--- src/rtl/bin_to_bcd_seq.sv ---
`default_nettype none
// ============================================================================
//  Module      : bin_to_bcd_seq
//  Description : Sequential binary-to-BCD converter (shift-and-add-3,
//                one bit per clock) with a start/busy/done handshake.
//                bcd_out holds the last completed result.
//  Revision    : 1.0 - initial release
// ============================================================================
module bin_to_bcd_seq #(
    parameter int WIDTH  = 8,
    parameter int DIGITS = 3
) (
    input  logic                  clk,
    input  logic                  rst_n,
    input  logic                  start,
    input  logic [WIDTH-1:0]      bin_in,
    output logic                  busy,
    output logic                  done,
    output logic [4*DIGITS-1:0]   bcd_out
);

    localparam int CNT_W = $clog2(WIDTH + 1);

    localparam logic [0:0] c_ST_IDLE = 1'b0;
    localparam logic [0:0] c_ST_CONV = 1'b1;

    localparam logic [CNT_W-1:0] c_CNT_INIT = CNT_W'(WIDTH);
    localparam logic [CNT_W-1:0] c_CNT_LAST = CNT_W'(1);

    logic [0:0]          r_state;
    logic [WIDTH-1:0]    r_bin_sr;
    logic [4*DIGITS-1:0] r_bcd_sr;
    logic [CNT_W-1:0]    r_cnt;
    logic                r_done;
    logic [4*DIGITS-1:0] r_bcd_out;

    logic [4*DIGITS-1:0] w_adj;
    logic [4*DIGITS-1:0] w_bcd_next;
    logic [WIDTH-1:0]    w_bin_next;
    logic                w_last;

    // Add-3 correction: every digit >= 5 is pre-adjusted so the following
    // doubling carries correctly into the next digit. Max result is 4'hC.
    generate
        for (genvar d = 0; d < DIGITS; d++) begin : g_digit
            assign w_adj[4*d +: 4] = (r_bcd_sr[4*d +: 4] >= 4'd5)
                                   ? (r_bcd_sr[4*d +: 4] + 4'd3)
                                   : r_bcd_sr[4*d +: 4];
        end
    endgenerate

    // One double-dabble step: shift the adjusted accumulator and the source
    // left as one long register, the source MSB entering BCD digit 0.
    assign w_bcd_next = {w_adj[4*DIGITS-2:0], r_bin_sr[WIDTH-1]};
    assign w_bin_next = {r_bin_sr[WIDTH-2:0], 1'b0};
    assign w_last     = (r_cnt == c_CNT_LAST);

    assign busy    = (r_state == c_ST_CONV);
    assign done    = r_done;
    assign bcd_out = r_bcd_out;

    // Control FSM and datapath; the last shift publishes the result directly.
    always_ff @(posedge clk or negedge rst_n) begin
        if (!rst_n) begin
            r_state   <= c_ST_IDLE;
            r_bin_sr  <= '0;
            r_bcd_sr  <= '0;
            r_cnt     <= '0;
            r_done    <= 1'b0;
            r_bcd_out <= '0;
        end else begin
            r_done <= 1'b0;
            case (r_state)
                c_ST_IDLE: begin
                    if (start) begin
                        r_bin_sr <= bin_in;
                        r_bcd_sr <= '0;
                        r_cnt    <= c_CNT_INIT;
                        r_state  <= c_ST_CONV;
                    end
                end
                c_ST_CONV: begin
                    r_bin_sr <= w_bin_next;
                    r_bcd_sr <= w_bcd_next;
                    r_cnt    <= r_cnt - c_CNT_LAST;
                    if (w_last) begin
                        r_bcd_out <= w_bcd_next;
                        r_done    <= 1'b1;
                        r_state   <= c_ST_IDLE;
                    end
                end
                default: r_state <= c_ST_IDLE;
            endcase
        end
    end

endmodule
`default_nettype wire

--- config.mk ---
export PLATFORM = sky130hd
export DESIGN_NAME = bin_to_bcd_seq
export DESIGN_NICKNAME = d
export VERILOG_FILES = /design/src/rtl/bin_to_bcd_seq.sv
export SDC_FILE = /design/constraint.sdc
export NUM_CORES = 1
export LEC_CHECK = 0
export ABC_AREA = 1
export CORE_AREA = 2 2 71 73
export DETAILED_ROUTE_END_ITERATION = 10
export DIE_AREA = 0 0 73 75
export GPL_TIMING_DRIVEN = 0
export PLACE_DENSITY = 0.7
export SLEW_MARGIN = 20
export SYNTH_ARGS = -nofsm -noshare
export SYNTH_HDL_FRONTEND = slang
export SYNTH_SLANG_ARGS = --single-unit
--- constraint.sdc ---
create_clock -name clk -period 3.1 [get_ports clk]
set_input_delay 0.62 -clock clk [delete_from_list [all_inputs] [get_ports clk]]
set_output_delay 0.62 -clock clk [all_outputs]
set_load 0.02 [all_outputs]
==> impl_metrics.py, run 1 <==
metrics = {
    "clock_network": {
        "cts_resized": 0,
        "hold_buffers": 0,
        "clkSlewWorstSetupHoldPaths_ps": 70,
        "cts_max_path_buffers": 2,
        "cts_made_buffers": 5,
        "cts-root-buf": "clkbuf_8",
        "postCtsSetupBuffers": 0,
        "tritoncts": "yes",
        "htreeDepth": 2,
        "clock_sink_count": 38,
        "worstSkewPairLatency_ps": 290,
    },
    "global_routing": {
        "gr-max-usage-layer": "met2",
        "grt_pass1_vias": 1434,
        "grt_start_max_net_pins": 31,
        "grt_usage": 0.158,
        "gr-usage-met2": 0.256,
        "antenna_found_initial": 0,
        "grt_use_met3": 0.0442,
        "overflow": 0,
        "use_met1": 0.200,
        "grt_pass1_wl_um": 6470,
    },
    "timing": {
        "period_share": 0.643,
        "fin_setup_tns_ps": 0,
        "drv_slew": 0,
        "rsz0062_at_grt": "false",
        "finalHoldViolations": 0,
        "skew_ps": 4.48,
        "fin_crit_ps": 1990,
        "setup_violations": 0,
        "timing.slew.headroom": 0.833,
        "fin_ws_ps": 1110,
        "worst_slew_pin_slew_ps": 248,
        "max_freq_mhz": 501,
    },
    "layout": {
        "num-nets-final": 260,
        "syn2layout_area_growth_pct": 21.5,
        "drive_above_1_share": 0.0958,
        "antenna_cells": 0,
    },
    "routing": {
        "dr.pass1.iters": 4,
        "drc_errors": 0,
        "num_vias": 1482,
        "route.antenna.remaining_nets": 0,
        "wire_per_inst_um": 12.3,
        "viasPerCell": 5.04,
        "wirelength_um": 3600,
        "drt_iter0_markers": 88,
    },
    "min_path": {
        "hp-class": "in -> async",
    },
    "synth": {
        "ys_ff_latch": 38,
        "synthTopCellsByCount": "62 x nand2_1, 38 x dfrtp_1, 27 x nand3_1",
        "netlist_area_sq_um": 1840,
        "synth_top_area_frac": 0.516,
        "synth_flop_cell": "dfrtp_1",
        "syn_inst": 210,
        "synth.avg_cell_area_sq_um": 8.77,
        "synth_warnings": 0,
        "async_reset_ff_frac": 1.00,
        "synth_nets": 229,
        "netlist.top_cell.by_area": "dfrtp_1",
        "seq_area_frac_synth": 0.516,
        "yosysUniqueCellTypes": 24,
        "synth_top_cells_by_area": "dfrtp_1 52%, nand2_1 13%, nand3_1 7.3%, ha_1 5.4%, inv_1 4.5%",
        "yosysMostFrequentCell": "nand2_1",
        "synth_edf_count": 0,
    },
    "floorplan": {
        "fp-row-count": 25,
        "die-area_sq_um": 5480,
        "start_util": 0.395,
        "fp.coreArea_sq_um": 4660,
        "die_h_um": 75,
        "num_io_pins": 25,
        "die_w_um": 73,
    },
    "setup_path": {
        "path_delay_family": "buffers and inverters",
        "rr_startpoint": "r_bcd_sr[4]$_DFFE_PN0P_",
        "timing.rr.end": "bcd_out[8]$_DFFE_PN0P_",
        "cp_num_buf_inv": 1,
        "ff2ff_path_depth": 7,
        "reg2reg_slack_ps": 1730,
        "cp_data_arrival_time_ps": 1370,
        "cp.required_ps": 2480,
        "critPathMaxStageDelay_ps": 640,
        "cp_max_fo": 4,
        "critPathSlowestCell": "clkdlybuf4s50_1",
        "path_cells": "clkdlybuf4s50_1",
        "end_kind": "output port",
        "critPathKind": "reg -> out",
        "start_kind": "register",
    },
    "place": {
        "io_buffer_count": 23,
        "dp_slack_ps": 1410,
        "dp_hpwl_um": 2560,
        "globalplace.congestion": 0.816,
    },
    "power": {
        "leakagePower_uw": 0.00110,
        "peakVddDrop_mv": 0.388,
        "pwr_density_cell_nw_per_um2": 1090,
    },
    "outcome": {
        "status": "finished clean",
    },
    "flow_run": {
        "drv_cap": 0,
    },
}
## logic make-up (layout without fill, tap and decap cells)
logic type / after synthesis / after routing / share of synthesized area
compound gates: 27 / 27 / 0.0910
simple gates: 103 / 103 / 0.249
buf+inv: 33 / 63 / 0.0842
fa+ha+maj: 8 / 8 / 0.0543
flops: 38 / 38 / 0.516
xor+xnor: 1 / 1 / 0.00476
## state kept, by name, indices dropped and copies added (netlist names)
| name | count |
|---|---|
| r_bin_sr | 8 |
| busy | 1 |
| done | 1 |
| bcd_out | 12 |
| r_bcd_sr | 12 |
| r_cnt | 4 |
## how the worst max path moves through the flow
stage                   startpoint                       end  depth (start not counted)
floorplan                    start      r_cnt[2]$_DFFE_PN0P_                          7
global placement             rst_n  r_bcd_sr[10]$_DFFE_PN0P_                          1
detailed placement  busy$_DFF_PN0_                      busy                          1
CTS                 busy$_DFF_PN0_                      busy                          1
global route        busy$_DFF_PN0_                      busy                          1
finish              busy$_DFF_PN0_                      busy                          1
## stage by stage
| stage | instance area, sq um | power (uW) | utilization | hold slack, ps | std cells |
|---|---|---|---|---|---|
| 3_3_place_gp | 2140 | 2090 | 0.459 | 463 | 287 |
| 4_1_cts | 2240 | 2470 | 0.480 | 178 | 294 |
| 5_1_grt | 2240 | 2710 | 0.480 | 189 | 294 |
| 2_1_floorplan | 1840 | 1740 | - | 324 | 210 |
| 3_5_place_dp | 2150 | 2130 | 0.462 | 465 | 288 |
| 6_report | 2240 | 2440 | 0.480 | 180 | 294 |
## worst register-to-register path, cell delays in order (launching register included)
cell	delay [ps]
dfrtp_1	420
inv_1	80
ha_1	240
nand2_1	80
nand2_1	90
o21ai_0	260
nand2_1	90
nand2_1	60
## layout make-up
class,instances,area [sq um]
Buffer,7,56.3
Clock buffer,6,82.6
Fill cell,445,2420
Inverter,26,98.8
Multi-Input combinational cell,139,736
Sequential cell,38,951
Tap cell,54,67.6
Timing Repair Buffer,24,245
## metal layers
layer  vias to the layer above  part of all wire
met3                         7             0.055
met4                         0             0.018
met2                        36              0.46
met5                         -                 0
met1                       684              0.47
li1                        755                 -
## power by group
group | leakage [uW] | switching [uW] | internal [uW]
combinational | 0.000581 | 724 | 501
clock | 0.0000431 | 163 | 171
sequential | 0.000472 | 152 | 731
## placed cells by master, fill, tap and decap left out
cell              n
nor3_1            1
dfrtp_1          38
o21ai_0          10
nand2_1          62
o221ai_1          5
xnor2_1           1
o211ai_1          1
buf_12            1
nand3_4           1
buf_2             4
ha_1              8
clkdlybuf4s50_1  22
clkbuf_8          6
o22ai_1           6
inv_2             3
nand2_4           1
nand3b_1          1
buf_6             3
o21ai_2           1
nor2_2            1
o21ai_1           4
clkinv_2          1
nor2_1            5
nand4_1           4
nand3_1          27
inv_1            22
buf_4             1
No activity file was read; power rests on OpenSTA's default activity.
==> run 2, diff against run 1 <==
- PLACE_DENSITY: 0.7 -> 0.73
- clock period: 3.1 -> 1.63 ns (I/O delays scaled with it)
==> run 2 against run 1 <==
Net effect: count of clock-buffer cells in the layout fell by 1; design area grew 1.9%; final cell count up 1.0%; clock power increased by 130%; routed wire length is 1.4% lower; global-route usage is 0.16 points lower; first-iteration DRC count is 24% higher; non-clock buffer count up 1; die area unchanged; critical path depth stayed put; clock skew up 2.5 ps; flip-flop and latch count did not move; largest power group unchanged.
==> impl_metrics.py, run 2 (synthesis gave the netlist of run 1 again) <==
metrics = {
    "timing": {
        "whs_ps": 334,
        "fin_crit_ps": 1560,
        "timing.slew.headroom": 0.814,
        "drv_slew": 0,
        "skew_ps": 6.95,
        "setup_violations": 0,
        "finalHoldViolations": 0,
        "period_share": 0.957,
        "fin_setup_tns_ps": 0,
        "max_freq_mhz": 641,
        "rsz0062_at_grt": "false",
        "worst_slew_pin_slew_ps": 277,
    },
    "floorplan": {
        "die_h_um": 75,
        "fp-row-count": 25,
        "start_util": 0.395,
        "die-area_sq_um": 5480,
        "num_io_pins": 25,
        "fp.coreArea_sq_um": 4660,
        "die_w_um": 73,
    },
    "global_routing": {
        "grt_start_max_net_pins": 29,
        "grt_pass1_wl_um": 6520,
        "antenna_found_initial": 0,
        "grt_pass1_vias": 1468,
        "overflow": 0,
        "grt_usage": 0.156,
    },
    "routing": {
        "num_vias": 1490,
        "drt_iter0_markers": 109,
        "dr.pass1.iters": 4,
        "drc_errors": 0,
        "viasPerCell": 5.02,
        "route.antenna.remaining_nets": 0,
        "wirelength_um": 3550,
        "wire_per_inst_um": 12.0,
    },
    "layout": {
        "layout_common_cells": "62 x nand2_1, 38 x dfrtp_1, 27 x nand3_1",
        "syn2layout_area_growth_pct": 23.8,
        "drive_above_1_share": 0.103,
        "antenna_cells": 0,
        "num-nets-final": 261,
        "final_common_cell": "nand2_1",
        "seqCellArea_sq_um": 951,
        "multiInputGateArea_sq_um": 736,
        "fillers": 452,
    },
    "min_path": {
        "hold_depth": 3,
        "hp-class": "in -> reg",
        "worstHoldStart": "start",
        "holdPathEnd": "r_cnt[3]$_DFFE_PN0P_",
    },
    "setup_path": {
        "reg2reg_slack_ps": 270,
        "timing.rr.end": "bcd_out[8]$_DFFE_PN0P_",
        "end_kind": "output port",
        "cp_data_arrival_time_ps": 1230,
        "cp_num_buf_inv": 1,
        "rr_startpoint": "r_bcd_sr[4]$_DFFE_PN0P_",
        "critPathMaxStageDelay_ps": 600,
        "critPathSlowestCell": "clkdlybuf4s50_1",
        "cp.required_ps": 1300,
        "ff2ff_path_depth": 7,
        "cp_max_fo": 2,
        "path_delay_family": "buffers and inverters",
        "critPathKind": "reg -> out",
        "start_kind": "register",
        "path_cells": "clkdlybuf4s50_1",
    },
    "clock_network": {
        "cts-root-buf": "clkbuf_8",
        "htreeDepth": 2,
        "worstSkewPairLatency_ps": 290,
        "clkSlewWorstSetupHoldPaths_ps": 80,
        "postCtsSetupBuffers": 0,
        "clock_sink_count": 38,
        "cts_made_buffers": 5,
        "cts_max_path_buffers": 2,
        "tritoncts": "yes",
    },
    "place": {
        "io_buffer_count": 23,
        "dp_hpwl_um": 2550,
        "globalplace.congestion": 0.811,
    },
    "power": {
        "pwr_density_cell_nw_per_um2": 2100,
        "leakagePower_uw": 0.00116,
        "peakVddDrop_mv": 0.997,
    },
    "outcome": {
        "status": "finished clean",
    },
    "flow_run": {
        "drv_cap": 0,
    },
}
## run 2: routing by layer
metal / share of wire / routed length [um] / GRT usage
met3: 0.040 / 141 / 0.0361
met5: 0 / 0 / 0
met2: 0.47 / 1680 / 0.260
met1: 0.47 / 1670 / 0.190
met4: 0.019 / 67 / 0.0802
## run 2: worst max path at each step
stage / startpoint / endpoint / slack (ps) / cells after the start
final: bcd_out[2]$_DFFE_PN0P_ / bcd_out[2] / 70 / 1
after global routing: bcd_out[2]$_DFFE_PN0P_ / bcd_out[2] / 5 / 1
after CTS: bcd_out[0]$_DFFE_PN0P_ / bcd_out[0] / 9 / 1
after detailed placement: busy$_DFF_PN0_ / busy / 220 / 1
after global placement: rst_n / r_bcd_sr[2]$_DFFE_PN0P_ / -660 / 1
after floorplan: r_bcd_sr[4]$_DFFE_PN0P_ / bcd_out[8]$_DFFE_PN0P_ / 450 / 7
## run 2: layout make-up
cell class                      instances  area share
Sequential cell                        38       0.417
Timing Repair Buffer                   25       0.115
Inverter                               26      0.0434
Multi-Input combinational cell        139       0.323
Clock buffer                            5      0.0302
Tap cell                               54      0.0296
Clock inverter                          3      0.0176
Buffer                                  7      0.0247
## run 2: timing repair
action / 4_1_cts / 5_1_grt
endpoints found under the setup margin: 1 / 3
hold buffers: 1 / 0
resized for setup: 1 / 3
endpoints found under the hold margin: 10 / 0
## run 2: through the flow
stage	utilization	power, uW	instance area [sq um]	setup WS, ps	std cells
floorplan	-	3310	1840	452	210
global placement	0.459	3970	2140	-660	287
detailed placement	0.462	4060	2150	217	288
CTS	0.488	4840	2270	8.85	297
global route	0.489	5280	2280	5.30	297
finish	0.489	4780	2280	69.9	297
## run 2: power by group
part,total [uW],internal (uW),switching [uW]
logic,2330,939,1390
registers,1680,1390,285
clock network,774,450,324
